### src/rtl/sdcard_loader_pkg.sv
// Shared types and constants for the SD-card block stream loader.
package sdcard_loader_pkg;

    typedef enum logic [3:0] {
        S_IDLE,
        S_WAIT_INIT,
        S_READBLOCK,
        S_BYTE_WAIT,
        S_BYTE_ACK,
        S_WRITE,
        S_DRAIN,
        S_DONE,
        S_ERROR
    } loader_state_t;

    localparam logic [15:0] ERR_SD_TRUNC    = 16'hFF01;
    localparam logic [15:0] ERR_RAM_TIMEOUT = 16'hFF02;
    localparam int          SD_BLOCK_BYTES  = 512;

    // SDSC cards take a byte address, SDHC cards a block address.
    function automatic logic [31:0] sd_block_addr(input logic [31:0] blk, input bit sdhc);
        return sdhc ? blk : (blk << $clog2(SD_BLOCK_BYTES));
    endfunction

endpackage

### src/rtl/sd_word_packer.sv
// Assembles successive SD bytes into one RAM word; tracks the byte lane index.
module sd_word_packer #(
    parameter int WORD_BYTES = 8,
    parameter bit MSB_FIRST  = 1'b0,
    localparam int IDX_W     = (WORD_BYTES > 1) ? $clog2(WORD_BYTES) : 1
) (
    input  logic                    clk,
    input  logic                    rst_n,
    input  logic                    i_clr,
    input  logic                    i_capture,
    input  logic [7:0]              i_byte,
    input  logic                    i_advance,
    output logic [8*WORD_BYTES-1:0] o_word,
    output logic [IDX_W-1:0]        o_byte_idx,
    output logic                    o_word_full
);

    logic [IDX_W-1:0]        r_idx;
    logic [8*WORD_BYTES-1:0] r_word;
    logic [IDX_W-1:0]        w_lane;

    assign w_lane      = MSB_FIRST ? (IDX_W'(WORD_BYTES - 1) - r_idx) : r_idx;
    assign o_word_full = (r_idx == IDX_W'(WORD_BYTES - 1));
    assign o_word      = r_word;
    assign o_byte_idx  = r_idx;

    always_ff @(posedge clk or negedge rst_n) begin
        if (!rst_n) begin
            r_idx  <= '0;
            r_word <= '0;
        end else begin
            if (i_capture)
                r_word[{w_lane, 3'b000} +: 8] <= i_byte;
            if (i_clr)
                r_idx <= '0;
            else if (i_advance)
                r_idx <= o_word_full ? '0 : r_idx + IDX_W'(1);
        end
    end

endmodule

### src/rtl/sdcard_stream_loader.sv
// Streams raw SD blocks from a runtime start block into consecutive RAM words.
module sdcard_stream_loader
    import sdcard_loader_pkg::*;
#(
    parameter int WORD_BYTES  = 8,
    parameter int ADDR_W      = 23,
    parameter bit MSB_FIRST   = 1'b0,
    parameter bit SDHC        = 1'b1,
    parameter int RAM_TIMEOUT = 1024
) (
    input  logic                    clk50,
    input  logic                    reset_n,
    input  logic                    start,
    input  logic [31:0]             base_block,
    input  logic [ADDR_W-1:0]       base_addr,
    input  logic [ADDR_W:0]         num_words,
    output logic                    ram_we,
    output logic [ADDR_W-1:0]       ram_address,
    output logic [8*WORD_BYTES-1:0] ram_data,
    input  logic                    ram_op_begun,
    output logic                    busy,
    output logic                    done,
    output logic                    error,
    output logic [15:0]             err_code,
    output logic [ADDR_W:0]         words_written,
    output logic                    sd_rd,
    output logic                    sd_continue,
    output logic [31:0]             sd_addr,
    input  logic [7:0]              sd_data,
    input  logic                    sd_busy,
    input  logic                    sd_hndshk_o,
    output logic                    sd_hndshk_i,
    input  logic [15:0]             sd_error
);

    localparam int IDX_W = (WORD_BYTES > 1) ? $clog2(WORD_BYTES) : 1;
    localparam int TMO_W = $clog2(RAM_TIMEOUT + 1);

    loader_state_t     r_state;
    logic [31:0]       r_base_block;
    logic [31:0]       r_blk_idx;
    logic [ADDR_W:0]   r_num_words;
    logic [ADDR_W:0]   r_words_written;
    logic [ADDR_W-1:0] r_ram_address;
    logic [TMO_W-1:0]  r_tmo;
    logic [15:0]       r_err_code;
    logic [31:0]       r_sd_addr;
    logic              r_ram_we, r_busy, r_done, r_error;
    logic              r_sd_rd, r_sd_continue, r_sd_hndshk_i;

    logic              w_start, w_capture, w_advance, w_word_full;
    logic [IDX_W-1:0]  w_byte_idx;
    logic [ADDR_W:0]   w_ww_next;

    assign w_start   = start && (r_state == S_IDLE || r_state == S_DONE || r_state == S_ERROR);
    assign w_capture = (r_state == S_BYTE_WAIT) && sd_hndshk_o;
    assign w_advance = (r_state == S_BYTE_ACK) && !sd_hndshk_o;
    assign w_ww_next = r_words_written + (ADDR_W + 1)'(1);

    sd_word_packer #(
        .WORD_BYTES (WORD_BYTES),
        .MSB_FIRST  (MSB_FIRST)
    ) u_packer (
        .clk         (clk50),
        .rst_n       (reset_n),
        .i_clr       (w_start),
        .i_capture   (w_capture),
        .i_byte      (sd_data),
        .i_advance   (w_advance),
        .o_word      (ram_data),
        .o_byte_idx  (w_byte_idx),
        .o_word_full (w_word_full)
    );

    always_ff @(posedge clk50 or negedge reset_n) begin
        if (!reset_n) begin
            r_state         <= S_IDLE;
            r_base_block    <= '0;
            r_blk_idx       <= '0;
            r_num_words     <= '0;
            r_words_written <= '0;
            r_ram_address   <= '0;
            r_tmo           <= '0;
            r_err_code      <= '0;
            r_sd_addr       <= '0;
            r_ram_we        <= 1'b0;
            r_busy          <= 1'b0;
            r_done          <= 1'b0;
            r_error         <= 1'b0;
            r_sd_rd         <= 1'b0;
            r_sd_continue   <= 1'b0;
            r_sd_hndshk_i   <= 1'b0;
        end else begin
            case (r_state)
                S_IDLE, S_DONE, S_ERROR: begin
                    if (start) begin
                        r_base_block    <= base_block;
                        r_num_words     <= num_words;
                        r_ram_address   <= base_addr;
                        r_blk_idx       <= '0;
                        r_words_written <= '0;
                        r_err_code      <= '0;
                        r_done          <= 1'b0;
                        r_error         <= 1'b0;
                        r_busy          <= 1'b1;
                        r_state         <= S_WAIT_INIT;
                    end
                end
                S_WAIT_INIT: begin
                    if (!sd_busy) begin
                        if (sd_error != '0) begin
                            r_err_code <= sd_error;
                            r_error    <= 1'b1;
                            r_busy     <= 1'b0;
                            r_state    <= S_ERROR;
                        end else if (r_num_words == '0) begin
                            r_done  <= 1'b1;
                            r_busy  <= 1'b0;
                            r_state <= S_DONE;
                        end else begin
                            r_sd_rd       <= 1'b1;
                            r_sd_continue <= 1'b0;
                            r_sd_addr     <= sd_block_addr(r_base_block, SDHC);
                            r_state       <= S_READBLOCK;
                        end
                    end
                end
                S_READBLOCK: begin
                    if (sd_busy) begin
                        r_sd_rd       <= 1'b0;
                        r_sd_continue <= 1'b0;
                        r_state       <= S_BYTE_WAIT;
                    end
                end
                S_BYTE_WAIT: begin
                    if (sd_hndshk_o) begin
                        r_sd_hndshk_i <= 1'b1;
                        r_state       <= S_BYTE_ACK;
                    end else if (!sd_busy) begin
                        // A block always holds a whole number of words, so the
                        // controller may only go idle on a word boundary.
                        if (w_byte_idx == '0) begin
                            r_blk_idx     <= r_blk_idx + 32'd1;
                            r_sd_rd       <= 1'b1;
                            r_sd_continue <= 1'b1;
                            r_sd_addr     <= sd_block_addr(r_base_block + r_blk_idx + 32'd1, SDHC);
                            r_state       <= S_READBLOCK;
                        end else begin
                            r_err_code <= ERR_SD_TRUNC;
                            r_error    <= 1'b1;
                            r_busy     <= 1'b0;
                            r_state    <= S_ERROR;
                        end
                    end
                end
                S_BYTE_ACK: begin
                    if (!sd_hndshk_o) begin
                        r_sd_hndshk_i <= 1'b0;
                        if (w_word_full) begin
                            r_ram_we <= 1'b1;
                            r_tmo    <= '0;
                            r_state  <= S_WRITE;
                        end else begin
                            r_state <= S_BYTE_WAIT;
                        end
                    end
                end
                S_WRITE: begin
                    // The acknowledge wins over a timeout landing on the same cycle.
                    if (ram_op_begun) begin
                        r_ram_we        <= 1'b0;
                        r_ram_address   <= r_ram_address + ADDR_W'(1);
                        r_words_written <= w_ww_next;
                        r_state         <= (w_ww_next == r_num_words) ? S_DRAIN : S_BYTE_WAIT;
                    end else if (r_tmo == TMO_W'(RAM_TIMEOUT - 1)) begin
                        r_ram_we   <= 1'b0;
                        r_err_code <= ERR_RAM_TIMEOUT;
                        r_error    <= 1'b1;
                        r_busy     <= 1'b0;
                        r_state    <= S_ERROR;
                    end else begin
                        r_tmo <= r_tmo + TMO_W'(1);
                    end
                end
                S_DRAIN: begin
                    if (r_sd_hndshk_i) begin
                        if (!sd_hndshk_o)
                            r_sd_hndshk_i <= 1'b0;
                    end else if (sd_hndshk_o) begin
                        r_sd_hndshk_i <= 1'b1;
                    end else if (!sd_busy) begin
                        r_done  <= 1'b1;
                        r_busy  <= 1'b0;
                        r_state <= S_DONE;
                    end
                end
                default: r_state <= S_IDLE;
            endcase
        end
    end

    assign ram_we        = r_ram_we;
    assign ram_address   = r_ram_address;
    assign busy          = r_busy;
    assign done          = r_done;
    assign error         = r_error;
    assign err_code      = r_err_code;
    assign words_written = r_words_written;
    assign sd_rd         = r_sd_rd;
    assign sd_continue   = r_sd_continue;
    assign sd_addr       = r_sd_addr;
    assign sd_hndshk_i   = r_sd_hndshk_i;

endmodule
### config.mk
export PLATFORM = sky130hd
export DESIGN_NAME = sdcard_stream_loader
export DESIGN_NICKNAME = d
export VERILOG_FILES = /design/src/rtl/sdcard_loader_pkg.sv /design/src/rtl/sd_word_packer.sv /design/src/rtl/sdcard_stream_loader.sv
export SDC_FILE = /design/constraint.sdc
export NUM_CORES = 1
export LEC_CHECK = 0
export BUFFER_PORTS_ARGS = -buffer_cell sky130_fd_sc_hd__buf_2
export CORE_MARGIN = 2
export CORE_UTILIZATION = 44
export DETAILED_ROUTE_END_ITERATION = 12
export GPL_TIMING_DRIVEN = 1
export PLACE_DENSITY = 0.77
export SLEW_MARGIN = 20
export SYNTH_ARGS = -nofsm -noshare
export SYNTH_HDL_FRONTEND = slang
export SYNTH_SLANG_ARGS = --single-unit
### constraint.sdc
create_clock -name clk50 -period 6.5 [get_ports clk50]
set_clock_uncertainty 0.2 [all_clocks]
set_input_delay 0.325 -clock clk50 [delete_from_list [all_inputs] [get_ports clk50]]
set_output_delay 0.325 -clock clk50 [all_outputs]
set_load 0.02 [all_outputs]
==> key figures <==
Synth
  • Syn Area/Cell: between 8 and 9 um2
  • Mapped Area: 14700 um2
  • Gate Count Post-Synth: 1718
  • Synthesized net count: about 1.9k
  • Ranking of synthesized cells by area: dfrtp_1 46%, nand2_1 9.2%, o21ai_0 5.9%
  • EDFF count, synth: 0
  • Ys flop type: dfrtp_1
  • Synth unique cells: 74
  • Seq cells post-synth: roughly 270
  • Seq/Total Area, Yosys: 0.461
  • Top cell type's share of synthesized area: 0.461
  • Synth Warn #: 0
  • Ys async rst share: 1.00
  • Synth area leader: dfrtp_1

Pwr
  • P_leak: just under 9 nW
  • Maximum vdd drop: 0.260 mV
  • Pwr Total: roughly 6.5 mW
  • Cell Pwr Density: 350 nW/um2

Setup path
  • Worst EP arrival: 4.08 ns
  • R2r worst-path depth: 13
  • Critical Path RT: between 6 and 7 ns
  • Critical Path Sink Type: flop
  • Worst r2r src: r_blk_idx[0]$_DFFE_PN0P_
  • Crit Reg-Reg Endpoint: sd_addr[28]$_DFFE_PN0P_
  • R2R setup slack: 2.64 ns
  • Startpoint Class: flop
  • Crit path kind: reg2reg
  • Crit Path Max Fanout: 5

Placement
  • Pre-CTS WS: 2.66 ns
  • Post-DP HPWL: 30200 um
  • Placed cells: 2363
  • GPL Wtd Cong: between 0.9 and 1
  • Buffers on Ports: 274

Routing
  • DR DRC count: 0
  • Post-DRT Antenna Nets: 0
  • Detailed-route via count: 14.3k
  • Routed wire length: 44400 um
  • Post-DR wirelength/cell: 17.6 um
  • Initial DRC Count: roughly 1.1k
  • DR vias/cell: 5.66
  • 1st-pass router iterations: 5

Timing
  • Min Tclk post-route: 3.86 ns
  • Fin. Hold Viols: 0
  • Setup TNS: 0 ns
  • Max-slew violations: 0
  • Slew @ Worst Pin: 1.03 ns
  • Slew headroom: 0.311
  • Setup violators final: 0
  • Final worst setup slack: 2.64 ns
  • RSZ-0062 raised after global routing: false
  • FMAX: 259 MHz
  • Final period util: 0.594

Global routing
  • First-pass GRT wire length: 72500 um
  • Largest net degree at the start of global routing: 131
  • Total grt overflow: 0
  • Number of antenna violations at the first check in global routing: 2
  • Gr usage total: 0.250
  • Vias in the first global route: 13.9k

Floorplan
  • Starting Density: 0.443
  • I/O pin total: roughly 280
  • Row cnt: 67
  • Die width: 187 um
  • Die Footprint: between 30000 and 40000 um2
  • Core area: about 33000 um2
  • Die H: 187 um

Run
  • # Max-Cap Violations: 0

Clock tree
  • CTS max path bufs: 3
  • CTS tree: done
  • H-tree Lvls: 1
  • CTS root buf: clkbuf_16
  • Worst skew pair latency: between 0.5 and 0.6 ns
  • Worst-path clk slew: 0.06 ns
  • CTS buffer count: 31
  • CTS Sinks: between 200 and 300
  • Post_cts resized: 0

Cells and area
  • Ratio of cells with drive above 1 in the final layout: 0.185
  • Final Core Density: 0.561
  • Nets: 2204
  • Post-Layout Cell Count: 2523
  • Antenna cells: 0
  • Synthesis-to-finish area growth: 26.5%

Status
  • Status: finished, final reports clean

Worst hold path
  • Worst Hold Class: in2async
==> per-stage QoR <==
step	instance area, um2	hold WS [ns]
2_1_floorplan	14700	-0.171
3_3_place_gp	16500	0.256
3_5_place_dp	16500	0.265
4_1_cts	18600	0.000356
5_1_grt	18700	0.0388
6_report	18700	0.0166
==> state kept, by name, summed over array words and instances (netlist names), 3 cells and up <==
name                 count
words_written           24
r_num_words             24
ram_address             23
r_base_block            32
u_packer.o_byte_idx      3
r_tmo                   11
r_blk_idx               32
sd_addr                 32
r_state                  4
u_packer.o_word         64
err_code                16
==> cell families after synthesis <==
group	share of synthesized area
multiplexers	0.0172
XOR/XNOR	0.0499
AND/OR/NAND/NOR	0.221
adder cells (fa/ha/maj)	0.0377
flip-flops	0.461
buffers and inverters	0.0335
AO/OA/AOI/OAI	0.179
==> cell usage in the layout (no fill, tap or decap), types with 10 or more instances in the layout <==
| cell type | n |
|---|---|
| o211ai_1 | 10 |
| a21oi_1 | 134 |
| and3_1 | 29 |
| ha_1 | 42 |
| xor2_1 | 37 |
| a31oi_1 | 20 |
| inv_1 | 40 |
| nand4_1 | 22 |
| nor3_1 | 15 |
| dlygate4sd3_1 | 103 |
| buf_4 | 12 |
| and4_1 | 10 |
| a21o_1 | 19 |
| o31ai_1 | 11 |
| xnor2_1 | 47 |
| o21ai_0 | 173 |
| buf_2 | 273 |
| o22ai_1 | 13 |
| nand2_1 | 360 |
| nand2b_1 | 11 |
| nor2_1 | 125 |
| nand3_1 | 61 |
| clkbuf_16 | 31 |
| dfrtp_1 | 272 |
| nor2b_1 | 16 |
| or3_1 | 18 |
| mux2_2 | 19 |
| nor4_1 | 17 |
==> timing repair <==
action / in CTS / in global routing
hold endpoints to repair: 280 / 0
endpoints found under the setup margin: 0 / 0
hold buffers: 103 / 0
buffers inserted: 0 / 0
==> critical path: stages (launching register included) <==
cell       delay (ns)
dfrtp_1          0.42
inv_1            0.07
ha_1             0.15
inv_1            0.06
fa_1             0.40
a21o_1           0.21
a221o_1          0.38
a2111oi_0        0.66
o31ai_1          0.23
a21oi_1          0.28
o21bai_1         0.12
a41oi_1          0.26
xor2_1           0.19
o211ai_1         0.10
==> synth_stat cells, types with 17 or more instances <==
cell type  number
a21o_1         19
a21oi_1       134
a31oi_1        21
and3_1         29
clkbuf_1       80
dfrtp_1       272
ha_1           42
inv_1          40
mux2_2         19
nand2_1       360
nand3_1        61
nand4_1        22
nor2_1        127
nor4_1         17
o21ai_0       173
or3_1          18
xnor2_1        47
xor2_1         37
==> worst max path at each step <==
stage	from	end	slack (ns)	cells after the start
4_1_cts	r_blk_idx[0]$_DFFE_PN0P_	sd_addr[28]$_DFFE_PN0P_	2.65	13
5_1_grt	r_state[2]$_DFFE_PN0P_	r_tmo[5]$_DFFE_PN0P_	2.28	9
2_1_floorplan	words_written[0]$_DFFE_PN0P_	r_state[0]$_DFFE_PN0P_	3.23	9
6_report	r_blk_idx[0]$_DFFE_PN0P_	sd_addr[28]$_DFFE_PN0P_	2.64	13
3_5_place_dp	r_blk_idx[0]$_DFFE_PN0P_	sd_addr[28]$_DFFE_PN0P_	2.66	13
3_3_place_gp	r_blk_idx[0]$_DFFE_PN0P_	sd_addr[28]$_DFFE_PN0P_	2.77	13
==> report_power, final <==
part           leakage (nW)  internal (mW)  switching [mW]  total, mW
Clock                 0.542           1.20           0.704       1.90
Sequential             3.53           2.09           0.414       2.51
Combinational          4.80          0.775            1.34       2.12
Total                  8.87           4.07            2.46       6.53
==> layout make-up <==
type | count | area, um2
fillers | 2941 | 14600
multi-input cells | 1317 | 7500
clock inverters | 14 | 255
flip-flops and latches | 272 | 6810
inverters | 40 | 150
repair buffers | 390 | 2530
well taps | 448 | 561
clock buffers | 42 | 857
==> per-layer routing <==
| layer | share of wire | wire, um | vias up | GRT usage |
|---|---|---|---|---|
| met2 | 0.48 | 21200 | 621 | 0.427 |
| met4 | 0.045 | 1980 | 2 | 0.100 |
| met3 | 0.063 | 2820 | 145 | 0.0396 |
| met5 | 0.00029 | 13 | - | 0 |
| li1 | - | - | 6684 | - |
| met1 | 0.41 | 18400 | 6838 | 0.316 |
No activity file was read; power rests on OpenSTA's default activity.
